--- src/rtl/simplerisc_pkg.sv ---
// simplerisc_pkg: shared SimpleRISC definitions for the decode stage.
//   - opcode and immediate-modifier codes
//   - RA_IDX (return-address register) and the canonical NOP encoding
//   - de_reg_t: contents of the D/E pipeline register
//   - imm_ext(): immediate generation from modifier + imm16
package simplerisc_pkg;

  localparam logic [4:0] OP_ADD  = 5'b00000;
  localparam logic [4:0] OP_SUB  = 5'b00001;
  localparam logic [4:0] OP_MUL  = 5'b00010;
  localparam logic [4:0] OP_DIV  = 5'b00011;
  localparam logic [4:0] OP_MOD  = 5'b00100;
  localparam logic [4:0] OP_CMP  = 5'b00101;
  localparam logic [4:0] OP_AND  = 5'b00110;
  localparam logic [4:0] OP_OR   = 5'b00111;
  localparam logic [4:0] OP_NOT  = 5'b01000;
  localparam logic [4:0] OP_MOV  = 5'b01001;
  localparam logic [4:0] OP_LSL  = 5'b01010;
  localparam logic [4:0] OP_LSR  = 5'b01011;
  localparam logic [4:0] OP_ASR  = 5'b01100;
  localparam logic [4:0] OP_NOP  = 5'b01101;
  localparam logic [4:0] OP_LD   = 5'b01110;
  localparam logic [4:0] OP_ST   = 5'b01111;
  localparam logic [4:0] OP_BEQ  = 5'b10000;
  localparam logic [4:0] OP_BGT  = 5'b10001;
  localparam logic [4:0] OP_B    = 5'b10010;
  localparam logic [4:0] OP_CALL = 5'b10011;
  localparam logic [4:0] OP_RET  = 5'b10100;

  localparam logic [1:0] MOD_SEXT = 2'b00;
  localparam logic [1:0] MOD_ZEXT = 2'b01;
  localparam logic [1:0] MOD_HIGH = 2'b10;
  localparam logic [1:0] MOD_RSVD = 2'b11;  // decodes like MOD_SEXT

  localparam logic [3:0]  RA_IDX       = 4'd15;
  localparam logic [31:0] NOP_INSTR    = 32'h6800_0000;
  localparam int          NUM_REGS     = 16;
  localparam int          NUM_RD_PORTS = 2;

  typedef struct packed {
    logic        valid;
    logic [31:0] pc;
    logic [31:0] op1;
    logic [31:0] op2;
    logic [31:0] st_data;
    logic [31:0] branch_target;
    logic [3:0]  rd;
    logic [4:0]  aluop;
    logic        is_ld;
    logic        is_st;
    logic        is_beq;
    logic        is_bgt;
    logic        is_ubr;
    logic        is_ret;
    logic        is_call;
    logic        is_wb;
    logic        is_imm;
  } de_reg_t;

  function automatic logic [31:0] imm_ext(input logic [1:0] modifier, input logic [15:0] imm16);
    case (modifier)
      MOD_ZEXT: imm_ext = {16'h0, imm16};
      MOD_HIGH: imm_ext = {imm16, 16'h0};
      default:  imm_ext = {{16{imm16[15]}}, imm16};
    endcase
  endfunction

endpackage

--- src/rtl/decode_cycle_if.sv ---
// decode_cycle_if: fetch->decode inputs, writeback port, hazard-unit read
// addresses and the registered D/E outputs of the decode stage.
//   master : fetch/writeback side (drives *_D, stall/flush, *_W)
//   slave  : decode stage (drives rs1_D/rs2_D and all *_E)
interface decode_cycle_if;
  logic [31:0] instruction_D;
  logic [31:0] pc_D;
  logic        stall_D;
  logic        isbranchtaken_E;
  logic        we_W;
  logic [3:0]  rd_W;
  logic [31:0] result_W;

  logic [3:0]  rs1_D;
  logic [3:0]  rs2_D;

  logic        valid_E;
  logic [31:0] pc_E;
  logic [31:0] op1_E;
  logic [31:0] op2_E;
  logic [31:0] st_data_E;
  logic [31:0] branch_target_E;
  logic [3:0]  rd_E;
  logic [4:0]  aluop_E;
  logic        is_ld_E, is_st_E, is_beq_E, is_bgt_E, is_ubr_E;
  logic        is_ret_E, is_call_E, is_wb_E, is_imm_E;

  modport master (
    output instruction_D, pc_D, stall_D, isbranchtaken_E, we_W, rd_W, result_W,
    input  rs1_D, rs2_D, valid_E, pc_E, op1_E, op2_E, st_data_E, branch_target_E,
           rd_E, aluop_E, is_ld_E, is_st_E, is_beq_E, is_bgt_E, is_ubr_E,
           is_ret_E, is_call_E, is_wb_E, is_imm_E
  );

  modport slave (
    input  instruction_D, pc_D, stall_D, isbranchtaken_E, we_W, rd_W, result_W,
    output rs1_D, rs2_D, valid_E, pc_E, op1_E, op2_E, st_data_E, branch_target_E,
           rd_E, aluop_E, is_ld_E, is_st_E, is_beq_E, is_bgt_E, is_ubr_E,
           is_ret_E, is_call_E, is_wb_E, is_imm_E
  );
endinterface

--- src/rtl/decode_cycle_register_file.sv ---
// register_file: 16x32 register file, NUM_RD_PORTS combinational read ports,
// one synchronous write port. Synchronous active-low reset clears all entries.
// Optional macro DECODE_RF_BYPASS_EN: a same-cycle write is forwarded to any
// read port addressing the register being written; otherwise reads return
// the pre-write value.
//   clk, rst        : clock, sync active-low reset
//   i_we/i_waddr/i_wdata : write port
//   i_raddr/o_rdata : read ports (port 0 = rs1, port 1 = rs2)
module register_file
  import simplerisc_pkg::*;
(
  input  logic                           clk,
  input  logic                           rst,
  input  logic                           i_we,
  input  logic [3:0]                     i_waddr,
  input  logic [31:0]                    i_wdata,
  input  logic [NUM_RD_PORTS-1:0][3:0]   i_raddr,
  output logic [NUM_RD_PORTS-1:0][31:0]  o_rdata
);

  logic [NUM_REGS-1:0][31:0] r_regs;

  // Reset takes priority over a concurrent write.
  always_ff @(posedge clk) begin
    if (!rst)      r_regs <= '0;
    else if (i_we) r_regs[i_waddr] <= i_wdata;
  end

  for (genvar p = 0; p < NUM_RD_PORTS; p++) begin : g_rd
`ifdef DECODE_RF_BYPASS_EN
    assign o_rdata[p] = (i_we && (i_waddr == i_raddr[p])) ? i_wdata : r_regs[i_raddr[p]];
`else
    assign o_rdata[p] = r_regs[i_raddr[p]];
`endif
  end

endmodule

--- src/rtl/decode_cycle.sv ---
// decode_cycle: SimpleRISC decode stage with D/E pipeline register.
//   clk, rst : clock, synchronous active-low reset (bubble + RF clear)
//   dc       : decode_cycle_if.slave -- fetch inputs, stall/flush, writeback
//              port, rs1_D/rs2_D (combinational), *_E (registered)
// Config macro: DECODE_RF_BYPASS_EN (write->read forwarding in register_file).
module decode_cycle
  import simplerisc_pkg::*;
(
  input  logic          clk,
  input  logic          rst,
  decode_cycle_if.slave dc
);

  logic                          w_rsvd, w_squash;
  logic [31:0]                   w_instr;
  logic [4:0]                    w_op;
  logic [3:0]                    w_rs1, w_rs2;
  logic [NUM_RD_PORTS-1:0][3:0]  w_raddr;
  logic [NUM_RD_PORTS-1:0][31:0] w_rdata;
  logic [31:0]                   w_imm;
  de_reg_t                       w_de, r_de;

  // Reserved opcodes and flushed slots are both decoded as the canonical NOP;
  // only the valid bit tells them apart from a real nop.
  assign w_rsvd   = dc.instruction_D[31:27] > OP_RET;
  assign w_squash = dc.isbranchtaken_E | w_rsvd;
  assign w_instr  = w_squash ? NOP_INSTR : dc.instruction_D;
  assign w_op     = w_instr[31:27];

  // ret reads the return address; st reads its data register from the rd field.
  assign w_rs1   = (w_op == OP_RET) ? RA_IDX : w_instr[21:18];
  assign w_rs2   = (w_op == OP_ST)  ? w_instr[25:22] : w_instr[17:14];
  assign w_raddr = {w_rs2, w_rs1};
  assign w_imm   = imm_ext(w_instr[17:16], w_instr[15:0]);

  assign dc.rs1_D = w_rs1;
  assign dc.rs2_D = w_rs2;

  register_file u_rf (
    .clk     (clk),
    .rst     (rst),
    .i_we    (dc.we_W),
    .i_waddr (dc.rd_W),
    .i_wdata (dc.result_W),
    .i_raddr (w_raddr),
    .o_rdata (w_rdata)
  );

  always_comb begin
    w_de               = '0;
    w_de.valid         = ~w_squash;
    w_de.pc            = dc.pc_D;
    w_de.op1           = w_rdata[0];
    w_de.is_imm        = w_instr[26] & (w_op != OP_NOP);
    w_de.op2           = w_de.is_imm ? w_imm : w_rdata[1];
    w_de.st_data       = w_rdata[1];
    w_de.branch_target = dc.pc_D + ({{5{w_instr[26]}}, w_instr[26:0]} << 2);
    w_de.rd            = (w_op == OP_CALL) ? RA_IDX : w_instr[25:22];
    // Non-ALU instructions (ld/st address calc, branches) use ADD.
    w_de.aluop         = (w_op <= OP_ASR) ? w_op : OP_ADD;
    w_de.is_ld         = (w_op == OP_LD);
    w_de.is_st         = (w_op == OP_ST);
    w_de.is_beq        = (w_op == OP_BEQ);
    w_de.is_bgt        = (w_op == OP_BGT);
    w_de.is_ret        = (w_op == OP_RET);
    w_de.is_call       = (w_op == OP_CALL);
    w_de.is_ubr        = (w_op == OP_B) | (w_op == OP_CALL) | (w_op == OP_RET);
    case (w_op)
      OP_ADD, OP_SUB, OP_MUL, OP_DIV, OP_MOD, OP_AND, OP_OR, OP_NOT,
      OP_MOV, OP_LSL, OP_LSR, OP_ASR, OP_LD, OP_CALL: w_de.is_wb = 1'b1;
      default:                                        w_de.is_wb = 1'b0;
    endcase
  end

  // Flush beats stall: a flushed slot always loads the bubble.
  always_ff @(posedge clk) begin
    if (!rst)                                   r_de <= '0;
    else if (dc.isbranchtaken_E || !dc.stall_D) r_de <= w_de;
  end

  assign dc.valid_E         = r_de.valid;
  assign dc.pc_E            = r_de.pc;
  assign dc.op1_E           = r_de.op1;
  assign dc.op2_E           = r_de.op2;
  assign dc.st_data_E       = r_de.st_data;
  assign dc.branch_target_E = r_de.branch_target;
  assign dc.rd_E            = r_de.rd;
  assign dc.aluop_E         = r_de.aluop;
  assign dc.is_ld_E         = r_de.is_ld;
  assign dc.is_st_E         = r_de.is_st;
  assign dc.is_beq_E        = r_de.is_beq;
  assign dc.is_bgt_E        = r_de.is_bgt;
  assign dc.is_ubr_E        = r_de.is_ubr;
  assign dc.is_ret_E        = r_de.is_ret;
  assign dc.is_call_E       = r_de.is_call;
  assign dc.is_wb_E         = r_de.is_wb;
  assign dc.is_imm_E        = r_de.is_imm;

endmodule

--- src/flat_wrapper.sv ---
// flat-port wrapper written by rule: the top's interface ports become plain ports
module decode_cycle_flat import simplerisc_pkg::*;
  (clk, rst, dc_instruction_D, dc_pc_D, dc_stall_D, dc_isbranchtaken_E, dc_we_W, dc_rd_W, dc_result_W, dc_rs1_D, dc_rs2_D, dc_valid_E, dc_pc_E, dc_op1_E, dc_op2_E, dc_st_data_E, dc_branch_target_E, dc_rd_E, dc_aluop_E, dc_is_ld_E, dc_is_st_E, dc_is_beq_E, dc_is_bgt_E, dc_is_ubr_E, dc_is_ret_E, dc_is_call_E, dc_is_wb_E, dc_is_imm_E);
  decode_cycle_if dc_i ();
  input  logic clk;
  input  logic rst;
  input wire logic [$bits(dc_i.instruction_D)-1:0] dc_instruction_D;
  input wire logic [$bits(dc_i.pc_D)-1:0] dc_pc_D;
  input wire logic [$bits(dc_i.stall_D)-1:0] dc_stall_D;
  input wire logic [$bits(dc_i.isbranchtaken_E)-1:0] dc_isbranchtaken_E;
  input wire logic [$bits(dc_i.we_W)-1:0] dc_we_W;
  input wire logic [$bits(dc_i.rd_W)-1:0] dc_rd_W;
  input wire logic [$bits(dc_i.result_W)-1:0] dc_result_W;
  output wire logic [$bits(dc_i.rs1_D)-1:0] dc_rs1_D;
  output wire logic [$bits(dc_i.rs2_D)-1:0] dc_rs2_D;
  output wire logic [$bits(dc_i.valid_E)-1:0] dc_valid_E;
  output wire logic [$bits(dc_i.pc_E)-1:0] dc_pc_E;
  output wire logic [$bits(dc_i.op1_E)-1:0] dc_op1_E;
  output wire logic [$bits(dc_i.op2_E)-1:0] dc_op2_E;
  output wire logic [$bits(dc_i.st_data_E)-1:0] dc_st_data_E;
  output wire logic [$bits(dc_i.branch_target_E)-1:0] dc_branch_target_E;
  output wire logic [$bits(dc_i.rd_E)-1:0] dc_rd_E;
  output wire logic [$bits(dc_i.aluop_E)-1:0] dc_aluop_E;
  output wire logic [$bits(dc_i.is_ld_E)-1:0] dc_is_ld_E;
  output wire logic [$bits(dc_i.is_st_E)-1:0] dc_is_st_E;
  output wire logic [$bits(dc_i.is_beq_E)-1:0] dc_is_beq_E;
  output wire logic [$bits(dc_i.is_bgt_E)-1:0] dc_is_bgt_E;
  output wire logic [$bits(dc_i.is_ubr_E)-1:0] dc_is_ubr_E;
  output wire logic [$bits(dc_i.is_ret_E)-1:0] dc_is_ret_E;
  output wire logic [$bits(dc_i.is_call_E)-1:0] dc_is_call_E;
  output wire logic [$bits(dc_i.is_wb_E)-1:0] dc_is_wb_E;
  output wire logic [$bits(dc_i.is_imm_E)-1:0] dc_is_imm_E;
  assign dc_i.instruction_D = dc_instruction_D;
  assign dc_i.pc_D = dc_pc_D;
  assign dc_i.stall_D = dc_stall_D;
  assign dc_i.isbranchtaken_E = dc_isbranchtaken_E;
  assign dc_i.we_W = dc_we_W;
  assign dc_i.rd_W = dc_rd_W;
  assign dc_i.result_W = dc_result_W;
  assign dc_rs1_D = dc_i.rs1_D;
  assign dc_rs2_D = dc_i.rs2_D;
  assign dc_valid_E = dc_i.valid_E;
  assign dc_pc_E = dc_i.pc_E;
  assign dc_op1_E = dc_i.op1_E;
  assign dc_op2_E = dc_i.op2_E;
  assign dc_st_data_E = dc_i.st_data_E;
  assign dc_branch_target_E = dc_i.branch_target_E;
  assign dc_rd_E = dc_i.rd_E;
  assign dc_aluop_E = dc_i.aluop_E;
  assign dc_is_ld_E = dc_i.is_ld_E;
  assign dc_is_st_E = dc_i.is_st_E;
  assign dc_is_beq_E = dc_i.is_beq_E;
  assign dc_is_bgt_E = dc_i.is_bgt_E;
  assign dc_is_ubr_E = dc_i.is_ubr_E;
  assign dc_is_ret_E = dc_i.is_ret_E;
  assign dc_is_call_E = dc_i.is_call_E;
  assign dc_is_wb_E = dc_i.is_wb_E;
  assign dc_is_imm_E = dc_i.is_imm_E;
  decode_cycle u_core (.clk(clk), .rst(rst), .dc(dc_i));
endmodule
--- config.mk ---
export PLATFORM = sky130hd
export DESIGN_NAME = decode_cycle_flat
export DESIGN_NICKNAME = d
export VERILOG_FILES = /design/src/rtl/simplerisc_pkg.sv /design/src/rtl/decode_cycle_if.sv /design/src/rtl/decode_cycle_register_file.sv /design/src/rtl/decode_cycle.sv /design/src/flat_wrapper.sv
export SDC_FILE = /design/constraint.sdc
export NUM_CORES = 2
export LEC_CHECK = 0
export CORE_MARGIN = 2
export CORE_UTILIZATION = 44
export DETAILED_ROUTE_END_ITERATION = 10
export GPL_ROUTABILITY_DRIVEN = 0
export SLEW_MARGIN = 40
export SYNTH_ARGS = -nofsm -noshare
export SYNTH_HDL_FRONTEND = slang
export SYNTH_SLANG_ARGS = --single-unit
--- constraint.sdc ---
create_clock -name clk -period 5.2 [get_ports clk]
set_input_delay 1.04 -clock clk [delete_from_list [all_inputs] [get_ports clk]]
set_output_delay 1.04 -clock clk [all_outputs]
set_load 0.02 [all_outputs]
==> flow_metrics.py <==
metrics = {
    "synth": {
        "synth_cells": 4776,
        "async_flop_share_pct": 0,
        "synth_nets": 4910,
        "synth_cell_types": 72,
        "synth_flop_cell": "dfxtp_1",
        "yosysSeqAreaShare_pct": 38.28,
        "syn_avg_cell_area_um2": 7.545,
        "ys.warnings.count": 0,
        "synthesis.area_mm2": 0.03604,
        "synth-seq-cells": 689,
        "synth_edf_count": 0,
    },
    "sta": {
        "slew_viol_final": 0,
        "min_period_over_period_pct": 92.14,
        "slew_headroom_pct": 41.14,
        "finalSetupTns_ns": 0,
        "hold-worst-slack_ns": 0.4537,
        "finalHoldViolCount": 0,
        "fmax_mhz": 208.7,
        "min_period_ns": 4.791,
        "setup_viol": 0,
        "fin_skew_ns": 0.02199,
        "rsz0062_at_grt": "false",
        "worst_pin_slew_ns": 0.8802,
        "setup_ws_ns": 0.4088,
    },
    "outcome": {
        "outcome": "finished, final reports clean",
    },
    "pwr": {
        "combPwrFrac_pct": 15.1,
        "p_int_mw": 9.346,
        "clockPowerShare_pct": 42.4,
        "powerDensity_mw_per_mm2": 307.6,
        "p_leak_nw": 14.36,
        "peakVddDrop_mv": 0.2088,
        "p_sw_share_pct": 28.37,
        "switching_power_mw": 3.703,
        "pwr-share-seq_pct": 42.5,
    },
    "final_layout": {
        "fin_util_pct": 52.49,
        "seq_area_mm2": 0.01379,
        "area_delta_synth_final_pct": 17.71,
        "drive_gt1_share_pct": 6.977,
        "final_cells": 5921,
        "n_fill_cell": 7707,
        "multi_input_comb_area_mm2": 0.02044,
        "nNetsFinal": 4937,
    },
    "grt": {
        "grt_pass1_vias": 33300,
        "grt.overflow.total": 0,
        "grt_pass1_wl_um": 218100,
        "grt_max_degree": 222,
        "antenna_found_initial": 4,
        "grt_use_total_pct": 33.59,
    },
    "route": {
        "viasPerCell": 6.080,
        "drtPass1Iterations": 6,
        "drc": 0,
        "drtIter0Drc": 4045,
        "drt_wl_total_um": 146800,
        "wl_per_cell_um": 24.79,
        "vias": 36000,
        "postRouteAntennaNets": 0,
    },
    "floorplanning": {
        "die-width_um": 290.2,
        "num_rows": 104,
        "die_h_um": 290.2,
        "io_pins": 292,
        "initial_core_util_pct": 44.59,
        "die_area_mm2": 0.08420,
        "core_mm2": 0.08081,
    },
    "clocking": {
        "cts.sinks": 689,
        "cts_hold_buf": 0,
        "h-tree-depth": 3,
        "cts_setup_buffers": 0,
        "tritoncts": "yes",
        "cts_buffers": 80,
        "cts_resized": 0,
        "insertion_delay_ns": 0.63,
        "path_clk_slew_ns": 0.06,
        "ctsRootBufferMaster": "clkbuf_16",
        "cts_buffer_depth": 3,
    },
    "placed_design": {
        "placed_cells": 5779,
        "pre_cts_slack_ns": 0.2066,
        "hpwl_um": 89590,
        "port_buffers": 291,
    },
    "critical_path": {
        "cp-start-kind": "input port",
        "critPathCaptureType": "output port",
        "cp.required_ns": 4.16,
        "timing.setup.critical_path_class": "input port to output port",
        "worstPathArrival_ns": 3.75,
        "worstPathMaxFanout": 26,
    },
    "hold_path": {
        "hp-class": "flip-flop to flip-flop",
    },
    "flow_run": {
        "drv_cap": 0,
    },
}
## metrics by stage
step | total power, mW | area, µm²
floorplan | 6.719 | 36040
global placement | 7.569 | 39720
detailed placement | 7.579 | 39880
CTS | 13.06 | 42380
global route | 13.43 | 42420
finish | 13.05 | 42420
## final timing paths
| check | from | to | slack, ns | depth (start not counted) |
|---|---|---|---|---|
| setup / recovery | dc_instruction_D[28] | dc_rs2_D[1] | 0.41 | 6 |
| hold / removal | u_core.dc.branch_target_E[21]$_SDFFE_PN0P_ | u_core.dc.branch_target_E[21]$_SDFFE_PN0P_ | 0.45 | 2 |
| setup reg to reg | u_core.u_rf.r_regs[78]$_SDFFE_PN0P_ | u_core.dc.op2_E[14]$_SDFFE_PN0P_ | 3.45 | 5 |
| hold reg to reg | u_core.dc.branch_target_E[21]$_SDFFE_PN0P_ | u_core.dc.branch_target_E[21]$_SDFFE_PN0P_ | 0.45 | 2 |
## layer usage
layer  GRT usage (%)  part of all wire, %
met1           45.76                   42
met2           51.92                   44
met3           6.814                   10
met4           13.57                  3.9
met5               0                0.019
## kinds of logic after synthesis
logic type / Yosys count / share of synthesized area (%)
xor+xnor: 26 / 0.6319
simple gates: 2130 / 24.33
fa+ha+maj: 30 / 1.056
mux: 134 / 3.965
buf+inv: 493 / 5.594
compound gates: 1274 / 26.15
flops: 689 / 38.28
## synth_stat cells (all sizes together) (19+ instances only)
library cell / number / area share [%]
and3: 62 / 1.1
o211ai: 42 / 0.89
o221ai: 144 / 3.5
inv: 19 / 0.20
o21ai: 113 / 1.6
a31oi: 74 / 1.3
a32o: 30 / 0.83
mux2i: 128 / 3.6
nor2: 77 / 0.80
nor3: 20 / 0.47
a211oi: 51 / 1.1
clkbuf: 387 / 4.0
nand2: 1680 / 18
and2: 52 / 0.90
a221oi: 31 / 1.0
ha: 28 / 0.97
a21boi: 555 / 12
a21oi: 118 / 1.6
a311oi: 32 / 0.78
dfxtp: 689 / 38
buf: 86 / 1.3
nand3: 188 / 2.6
## worst max-delay path, cell delays in order
cell and delay [ns]:
clkdlybuf4s50_1 0.53, o211ai_2 0.26, buf_4 0.31, nand3_1 0.24, mux2i_4 0.54, clkdlybuf4s50_1 0.82
## layout make-up
class | instances | share of cell area (%)
Antenna cell | 2 | 0.01180
Clock buffer | 117 | 5.451
Clock inverter | 21 | 0.4306
Inverter | 20 | 0.2065
Multi-Input combinational cell | 3594 | 48.18
Sequential cell | 689 | 32.52
Tap cell | 1060 | 3.127
Timing Repair Buffer | 418 | 10.08
## power by group through the flow
| stage | logic [mW] | clock network [mW] | registers [mW] |
|---|---|---|---|
| 6_report | 1.98 | 5.53 | 5.54 |
| 5_1_grt | 2.07 | 5.80 | 5.55 |
| 4_1_cts | 1.93 | 5.59 | 5.54 |
| 3_5_place_dp | 1.92 | 0 | 5.65 |
| 3_3_place_gp | 1.92 | 0 | 5.65 |
| 2_1_floorplan | 0.980 | 0 | 5.74 |
## cells in the final DEF (no fill, tap or decap), types with 49 or more instances in the layout
| cell | count |
|---|---|
| and3_1 | 61 |
| dfxtp_1 | 689 |
| clkdlybuf4s50_1 | 288 |
| buf_4 | 97 |
| a21boi_0 | 555 |
| o21ai_0 | 111 |
| a211oi_1 | 51 |
| a31oi_1 | 74 |
| clkbuf_16 | 81 |
| and2_1 | 49 |
| o221ai_1 | 144 |
| nor2_1 | 59 |
| a21oi_1 | 117 |
| mux2i_1 | 127 |
| nand2_1 | 1676 |
| nand3_1 | 185 |
## state kept, by name, indices dropped and copies added (netlist names)
name and flops:
u_core.dc.aluop_E 5, u_core.dc.pc_E 30, u_core.dc.is_ret_E 1, u_core.dc.is_imm_E 1
u_core.dc.is_ld_E 1, u_core.dc.valid_E 1, u_core.dc.is_call_E 1, u_core.dc.is_beq_E 1
u_core.dc.rd_E 4, u_core.dc.is_ubr_E 1, u_core.dc.is_bgt_E 1, u_core.u_rf.r_regs 512
u_core.dc.branch_target_E 32, u_core.dc.op1_E 32, u_core.dc.op2_E 32, u_core.dc.is_wb_E 1
u_core.dc.st_data_E 32, u_core.dc.is_st_E 1
No activity file was read; power rests on OpenSTA's default activity.
